### src/rtl/time_keeper_pkg.sv
// ============================================================================
// Module   : time_pkg
// Brief    : Shared digit widths, FSM states, limits and BCD legality check
//            for the wall-clock time keeper.
// Revision : 1.0 - initial release
// ============================================================================
`default_nettype none

package time_pkg;

  localparam int HT_W = 2;
  localparam int HO_W = 4;
  localparam int MT_W = 3;
  localparam int MO_W = 4;

  typedef enum logic [0:0] {
    RUN   = 1'b0,
    CHECK = 1'b1
  } state_e;

  localparam logic [MT_W-1:0] MAX_MIN_TENS = 3'd5;
  localparam logic [HO_W-1:0] MAX_ONES     = 4'd9;
  localparam logic [5:0]      MAX_HOUR_24  = 6'd23;
  localparam logic [5:0]      MAX_HOUR_12  = 6'd12;

  // Once the ones digit is known to be decimal, ht*10+ho is the binary hour.
  function automatic logic bcd_legal(
    input logic [HT_W-1:0] ht,
    input logic [HO_W-1:0] ho,
    input logic [MT_W-1:0] mt,
    input logic [MO_W-1:0] mo,
    input logic            twelve
  );
    logic [5:0] hours;
    logic       ok;
    hours = 6'(ht) * 6'd10 + 6'(ho);
    ok    = (ho <= MAX_ONES) && (mo <= MAX_ONES) && (mt <= MAX_MIN_TENS);
    if (twelve) begin
      ok = ok && (hours != 6'd0) && (hours <= MAX_HOUR_12);
    end else begin
      ok = ok && (hours <= MAX_HOUR_24);
    end
    return ok;
  endfunction

endpackage

`default_nettype wire

### src/rtl/time_keeper_pulse_sync.sv
// ============================================================================
// Module   : pulse_sync
// Brief    : Multi-flop synchroniser followed by a rising-edge detector.
// Revision : 1.0 - initial release
// ============================================================================
`default_nettype none

module pulse_sync #(
  parameter int SYNC_STAGES = 2
) (
  input  logic clk256,
  input  logic reset,
  input  logic async_in,
  output logic tick
);

  logic [SYNC_STAGES-1:0] sync_d, sync_q;
  logic                   edge_d, edge_q;

  always_comb begin
    sync_d = {sync_q[SYNC_STAGES-2:0], async_in};
    edge_d = sync_q[SYNC_STAGES-1];
  end

  always_ff @(posedge clk256 or posedge reset) begin
    if (reset) begin
      sync_q <= '0;
      edge_q <= 1'b0;
    end else begin
      sync_q <= sync_d;
      edge_q <= edge_d;
    end
  end

  assign tick = sync_q[SYNC_STAGES-1] & ~edge_q;

endmodule

`default_nettype wire

### src/rtl/time_keeper.sv
// ============================================================================
// Module   : time_keeper
// Brief    : BCD HH:MM wall clock advanced by the one_minute strobe, with a
//            validated valid/ack/err time-set load. Define TWELVE_HOUR_EN for
//            12-hour display with pm flag.
// Revision : 1.0 - initial release
// ============================================================================
`default_nettype none

module time_keeper
  import time_pkg::*;
#(
  parameter int SYNC_STAGES   = 2,
  parameter int RESET_HOURS   = 0,
  parameter int RESET_MINUTES = 0
) (
  input  logic            clk256,
  input  logic            reset,
  input  logic            one_minute,
  input  logic            load_valid,
  input  logic [HT_W-1:0] load_hh_t,
  input  logic [HO_W-1:0] load_hh_o,
  input  logic [MT_W-1:0] load_mm_t,
  input  logic [MO_W-1:0] load_mm_o,
`ifdef TWELVE_HOUR_EN
  input  logic            load_pm,
  output logic            pm,
`endif
  output logic            load_ack,
  output logic            load_err,
  output logic [HT_W-1:0] hh_t,
  output logic [HO_W-1:0] hh_o,
  output logic [MT_W-1:0] mm_t,
  output logic [MO_W-1:0] mm_o,
  output logic            minute_tick,
  output logic            day_tick
);

`ifdef TWELVE_HOUR_EN
  localparam logic TWELVE = 1'b1;
  localparam int   RST_H  = (RESET_HOURS % 12 == 0) ? 12 : (RESET_HOURS % 12);
  localparam logic RST_PM = (RESET_HOURS >= 12);
`else
  localparam logic TWELVE = 1'b0;
  localparam int   RST_H  = RESET_HOURS;
`endif
  localparam logic [HT_W-1:0] RST_HT = HT_W'(RST_H / 10);
  localparam logic [HO_W-1:0] RST_HO = HO_W'(RST_H % 10);
  localparam logic [MT_W-1:0] RST_MT = MT_W'(RESET_MINUTES / 10);
  localparam logic [MO_W-1:0] RST_MO = MO_W'(RESET_MINUTES % 10);

  logic tick;

  state_e          state_d, state_q;
  logic [HT_W-1:0] hh_t_d, hh_t_q, hold_hh_t_d, hold_hh_t_q, inc_hh_t;
  logic [HO_W-1:0] hh_o_d, hh_o_q, hold_hh_o_d, hold_hh_o_q, inc_hh_o;
  logic [MT_W-1:0] mm_t_d, mm_t_q, hold_mm_t_d, hold_mm_t_q, inc_mm_t;
  logic [MO_W-1:0] mm_o_d, mm_o_q, hold_mm_o_d, hold_mm_o_q, inc_mm_o;
  logic            inc_day;
  logic            pend_d, pend_q;
  logic            minute_tick_d, minute_tick_q;
  logic            day_tick_d, day_tick_q;
  logic            load_ack_d, load_ack_q;
  logic            load_err_d, load_err_q;
`ifdef TWELVE_HOUR_EN
  logic            pm_d, pm_q, hold_pm_d, hold_pm_q, inc_pm;
`endif

  pulse_sync #(
    .SYNC_STAGES (SYNC_STAGES)
  ) u_sync (
    .clk256   (clk256),
    .reset    (reset),
    .async_in (one_minute),
    .tick     (tick)
  );

  // Next-minute value, computed digit by digit so every carry stays in BCD.
  always_comb begin
    inc_mm_o = mm_o_q + 4'd1;
    inc_mm_t = mm_t_q;
    inc_hh_o = hh_o_q;
    inc_hh_t = hh_t_q;
    inc_day  = 1'b0;
`ifdef TWELVE_HOUR_EN
    inc_pm   = pm_q;
`endif
    if (mm_o_q == MAX_ONES) begin
      inc_mm_o = 4'd0;
      inc_mm_t = mm_t_q + 3'd1;
      if (mm_t_q == MAX_MIN_TENS) begin
        inc_mm_t = 3'd0;
        inc_hh_o = hh_o_q + 4'd1;
`ifdef TWELVE_HOUR_EN
        if (hh_t_q == 2'd1 && hh_o_q == 4'd2) begin
          inc_hh_t = 2'd0;
          inc_hh_o = 4'd1;
        end else if (hh_t_q == 2'd1 && hh_o_q == 4'd1) begin
          inc_pm  = ~pm_q;
          inc_day = pm_q;
        end else if (hh_o_q == MAX_ONES) begin
          inc_hh_t = hh_t_q + 2'd1;
          inc_hh_o = 4'd0;
        end
`else
        if (hh_t_q == 2'd2 && hh_o_q == 4'd3) begin
          inc_hh_t = 2'd0;
          inc_hh_o = 4'd0;
          inc_day  = 1'b1;
        end else if (hh_o_q == MAX_ONES) begin
          inc_hh_t = hh_t_q + 2'd1;
          inc_hh_o = 4'd0;
        end
`endif
      end
    end
  end

  always_comb begin
    state_d       = state_q;
    hh_t_d        = hh_t_q;
    hh_o_d        = hh_o_q;
    mm_t_d        = mm_t_q;
    mm_o_d        = mm_o_q;
    hold_hh_t_d   = hold_hh_t_q;
    hold_hh_o_d   = hold_hh_o_q;
    hold_mm_t_d   = hold_mm_t_q;
    hold_mm_o_d   = hold_mm_o_q;
    pend_d        = pend_q;
    minute_tick_d = 1'b0;
    day_tick_d    = 1'b0;
    load_ack_d    = 1'b0;
    load_err_d    = 1'b0;
`ifdef TWELVE_HOUR_EN
    pm_d          = pm_q;
    hold_pm_d     = hold_pm_q;
`endif
    case (state_q)
      RUN: begin
        if (tick || pend_q) begin
          hh_t_d        = inc_hh_t;
          hh_o_d        = inc_hh_o;
          mm_t_d        = inc_mm_t;
          mm_o_d        = inc_mm_o;
          minute_tick_d = 1'b1;
          day_tick_d    = inc_day;
          pend_d        = 1'b0;
`ifdef TWELVE_HOUR_EN
          pm_d          = inc_pm;
`endif
        end
        if (load_valid) begin
          hold_hh_t_d = load_hh_t;
          hold_hh_o_d = load_hh_o;
          hold_mm_t_d = load_mm_t;
          hold_mm_o_d = load_mm_o;
`ifdef TWELVE_HOUR_EN
          hold_pm_d   = load_pm;
`endif
          state_d     = CHECK;
        end
      end
      CHECK: begin
        state_d = RUN;
        if (bcd_legal(hold_hh_t_q, hold_hh_o_q, hold_mm_t_q, hold_mm_o_q, TWELVE)) begin
          hh_t_d     = hold_hh_t_q;
          hh_o_d     = hold_hh_o_q;
          mm_t_d     = hold_mm_t_q;
          mm_o_d     = hold_mm_o_q;
`ifdef TWELVE_HOUR_EN
          pm_d       = hold_pm_q;
`endif
          load_ack_d = 1'b1;
          pend_d     = 1'b0;
        end else begin
          // Keep the minute that arrived while checking; RUN applies it next.
          load_err_d = 1'b1;
          pend_d     = pend_q | tick;
        end
      end
      default: state_d = RUN;
    endcase
  end

  always_ff @(posedge clk256 or posedge reset) begin
    if (reset) begin
      state_q       <= RUN;
      hh_t_q        <= RST_HT;
      hh_o_q        <= RST_HO;
      mm_t_q        <= RST_MT;
      mm_o_q        <= RST_MO;
      hold_hh_t_q   <= '0;
      hold_hh_o_q   <= '0;
      hold_mm_t_q   <= '0;
      hold_mm_o_q   <= '0;
      pend_q        <= 1'b0;
      minute_tick_q <= 1'b0;
      day_tick_q    <= 1'b0;
      load_ack_q    <= 1'b0;
      load_err_q    <= 1'b0;
`ifdef TWELVE_HOUR_EN
      pm_q          <= RST_PM;
      hold_pm_q     <= 1'b0;
`endif
    end else begin
      state_q       <= state_d;
      hh_t_q        <= hh_t_d;
      hh_o_q        <= hh_o_d;
      mm_t_q        <= mm_t_d;
      mm_o_q        <= mm_o_d;
      hold_hh_t_q   <= hold_hh_t_d;
      hold_hh_o_q   <= hold_hh_o_d;
      hold_mm_t_q   <= hold_mm_t_d;
      hold_mm_o_q   <= hold_mm_o_d;
      pend_q        <= pend_d;
      minute_tick_q <= minute_tick_d;
      day_tick_q    <= day_tick_d;
      load_ack_q    <= load_ack_d;
      load_err_q    <= load_err_d;
`ifdef TWELVE_HOUR_EN
      pm_q          <= pm_d;
      hold_pm_q     <= hold_pm_d;
`endif
    end
  end

  assign hh_t        = hh_t_q;
  assign hh_o        = hh_o_q;
  assign mm_t        = mm_t_q;
  assign mm_o        = mm_o_q;
  assign minute_tick = minute_tick_q;
  assign day_tick    = day_tick_q;
  assign load_ack    = load_ack_q;
  assign load_err    = load_err_q;
`ifdef TWELVE_HOUR_EN
  assign pm          = pm_q;
`endif

endmodule

`default_nettype wire

### config.mk
export PLATFORM = sky130hd
export DESIGN_NAME = time_keeper
export DESIGN_NICKNAME = d
export VERILOG_FILES = /design/src/rtl/time_keeper_pkg.sv /design/src/rtl/time_keeper_pulse_sync.sv /design/src/rtl/time_keeper.sv
export SDC_FILE = /design/constraint.sdc
export NUM_CORES = 1
export LEC_CHECK = 0
export ABC_CLOCK_PERIOD_IN_PS = 2390
export BUFFER_PORTS_ARGS = -buffer_cell sky130_fd_sc_hd__buf_2
export CAP_MARGIN = 20
export CORE_MARGIN = 5
export CORE_UTILIZATION = 45
export DETAILED_ROUTE_END_ITERATION = 8
export PLACE_DENSITY = 0.72
export SYNTH_ARGS = -nofsm -noshare
export SYNTH_HDL_FRONTEND = slang
export SYNTH_SLANG_ARGS = --single-unit
### constraint.sdc
create_clock -name clk256 -period 2.39 [get_ports clk256]
set_clock_uncertainty 0.05 [all_clocks]
set_input_delay 0.478 -clock clk256 [delete_from_list [all_inputs] [get_ports clk256]]
set_output_delay 0.478 -clock clk256 [all_outputs]
set_load 0.03 [all_outputs]
==> metrics.csv <==
stage;metric;value;unit
outcome;status;complete, but fails checks;
outcome;violations;setup timing;
clock_network;cts_max_level;2;
synthesis;post-synth-top-count-cell;dfrtp_1;
drt;first_pass_iters;4;
synthesis;yosys_warnings;0;
place;placed_area;2060;um2
drt;wire_per_inst;15.3;um
timing;worst_pin_slew;0.644;ns
synthesis;ys_seq_area_share;49.5;%
global_route;grt_overflow;0;
floorplanning;core-area;3740;um2
timing;setup_viol;1;
setup_path;worstSetupEndpointType;register;
global_route;grt_antenna_before_repair;0;
final_layout;finalNetCount;235;
timing;finalHoldViolations;0;
global_route;grt_pass1_vias;1400;
floorplanning;ios;34;
synthesis;syn_inst;162;
global_route;grt_pass1_wl;6.66;mm
power;p_leak;1.03;nW
setup_path;path_class;register to register;
synthesis;async_flop_share;100;%
drt;totalWireLength;4.00;mm
final_layout;area_delta_synth_final;23.8;%
timing;fin_ws;-0.0112;ns
synthesis;synth_ff_type;dfrtp_1;
synthesis;synth_cell_type_count;41;
timing;period_needed;2.40;ns
timing;max_slew_margin;57.1;%
synthesis;synth_edf_count;0;
floorplanning;fp.dieW;72.7;um
clock_network;cts_root_buf;clkbuf_8;
final_layout;antenna_cells;0;
timing;rsz0062_at_grt;yes;
clock_network;clock_latency;0.29;ns
floorplanning;die_y;72.7;um
setup_path;critPathRequiredTime;2.52;ns
setup_path;worstPathMaxFanout;7;
setup_path;rr_startpoint;hold_hh_t_q[0];
floorplanning;initial_core_util;47.3;%
clock_network;hold_buffers;0;
clock_network;cts-buffers-inserted;5;
global_route;grt_max_degree;36;
synthesis;synthTopCellsByCount;dfrtp_1, nand2_1, inv_1, mux2_2, a21oi_1;
setup_path;critPathLaunchType;register;
synthesis;synthTopCellsByArea;dfrtp_1, mux2_2, ha_1;
drt;drt-initial-drc-count;92;
synthesis;synth_fp_nets;185;
place;port_buffers;33;
run;maxCapViolations;0;
place;dp_hpwl;2.92;mm
floorplanning;die_area;5290;um2
timing;holdWs;0.226;ns
timing;post-route-period-util;100;%
clock_network;clkSlewWorstSetupHoldPaths;0.07;ns
synthesis;yosys.area.top_type;dfrtp_1;
place;gp_congestion;0.861;
clock_network;clk_path_buf_depth;2;
synthesis;yosysTopAreaCellShare;49.5;%
final_layout;design_area;2190;um2
power;ir_drop;0.000518;V
synthesis;avgSynthCellArea;10.9;um2
drt;drcViolationCount;0;
setup_path;crit_arrival;2.53;ns
worst_hold_path;hp-class;primary input to async pin;
place;pre_cts_ws;-0.0878;ns
setup_path;cp-startpoint;hold_hh_t_q[0];
synthesis;synth_seq_cells;35;
drt;via_per_inst;5.39;
drt;antenna_left;0;
final_layout;drive_gt1_share;36.6;%
clock_network;cts_tree;yes;
timing;fmax;416;MHz
timing;slew_violations;0;
drt;vias;1408;
floorplanning;fp-row-count;22;
global_route;grtUsageTotal;16.6;%
synthesis;syn-cell-area;1770;um2
clock_network;cts_sinks;35;
power;powerDensity;1030;nW/um2
==> per-stage QoR <==
step                util (%)  setup TNS [ns]  power (W)  cells
floorplan                  -               0    0.00153    162
global placement        55.1               0    0.00175    250
detailed placement      55.1          -0.254    0.00180    250
CTS                     58.3         -0.0204    0.00225    260
global route            58.6          -0.403    0.00240    261
finish                  58.6         -0.0112    0.00225    261
==> cell type report <==
class	instances	area [um2]
fill	347	1550
sequential	35	876
multi-input combinational	110	852
timing repair buffer	48	278
clock buffer	7	76.3
tap	48	60.1
inverter	12	45.0
clock inverter	1	5.00
==> flip-flops by register name, indices dropped and copies added (netlist names) <==
register	count
hold_mm_t_q	3
day_tick	1
load_err	1
state_q	1
mm_t	3
hold_hh_o_q	4
u_sync.edge_q	1
hh_t	2
load_ack	1
hold_hh_t_q	2
u_sync.sync_q	2
mm_o	4
hh_o	4
hold_mm_o_q	4
minute_tick	1
pend_q	1
==> cells in the final DEF (no fill, tap or decap), drive strengths merged, types with 2 or more instances in the layout <==
master | netlist | routed
buf | 2 | 48
dfrtp | 35 | 35
nand2 | 14 | 14
mux2 | 14 | 14
inv | 12 | 12
a21oi | 9 | 9
o21ai | 7 | 7
clkbuf | 3 | 7
mux2i | 6 | 6
nand3 | 6 | 6
nor2 | 6 | 6
nor2b | 6 | 6
ha | 5 | 5
xnor2 | 3 | 3
o21a | 3 | 3
nand2b | 3 | 3
o221ai | 3 | 3
a22oi | 3 | 3
nand3b | 2 | 2
or2 | 2 | 2
nor3 | 2 | 2
==> cell families after synthesis <==
family / share of synthesized area (%)
multiplexers: 12.5
XOR/XNOR: 1.48
AND/OR/NAND/NOR: 13.9
flip-flops: 49.5
adder cells (fa/ha/maj): 4.66
AO/OA/AOI/OAI: 14.0
buffers and inverters: 4.03
==> layer usage <==
layer | GRT usage (%) | part of all wire, % | vias up
li1 | - | - | 671
met1 | 19.1 | 41 | 678
met5 | 0 | 0 | -
met3 | 6.20 | 7.0 | 8
met2 | 27.4 | 50 | 51
met4 | 7.79 | 2.0 | 0
==> report_power, final <==
group	internal [W]	switching, W
clock	0.000204	0.000209
combinational	0.000400	0.000529
sequential	0.000731	0.000180
==> path summary, 6_finish.rpt <==
check	end	slack (ns)	cells past startpoint
worst max-delay path	mm_t[1]	-0.01	8
worst min-delay path	mm_t[2]	0.23	3
worst max register to register	mm_t[1]	-0.01	8
worst min register to register	u_sync.sync_q[1]	0.30	0
max in group asynchronous	hold_hh_o_q[0]	1.74	3
min in group clk256	u_sync.sync_q[0]	0.24	1
==> worst max-delay path, stage by stage (launching register included) <==
cell and delay [ns]:
dfrtp_1 0.36, ha_2 0.21, inv_2 0.04, fa_2 0.37, xnor2_1 0.13, a221o_1 0.32
and4bb_4 0.37, or2_4 0.14, mux2_4 0.29
==> timing repair <==
action / CTS / global route
pin swaps: 6 / 1
buffers inserted: 2 / 1
setup endpoints to repair: 6 / 9
gates resized for setup: 9 / 1
Power figures use the tool's default switching activity.
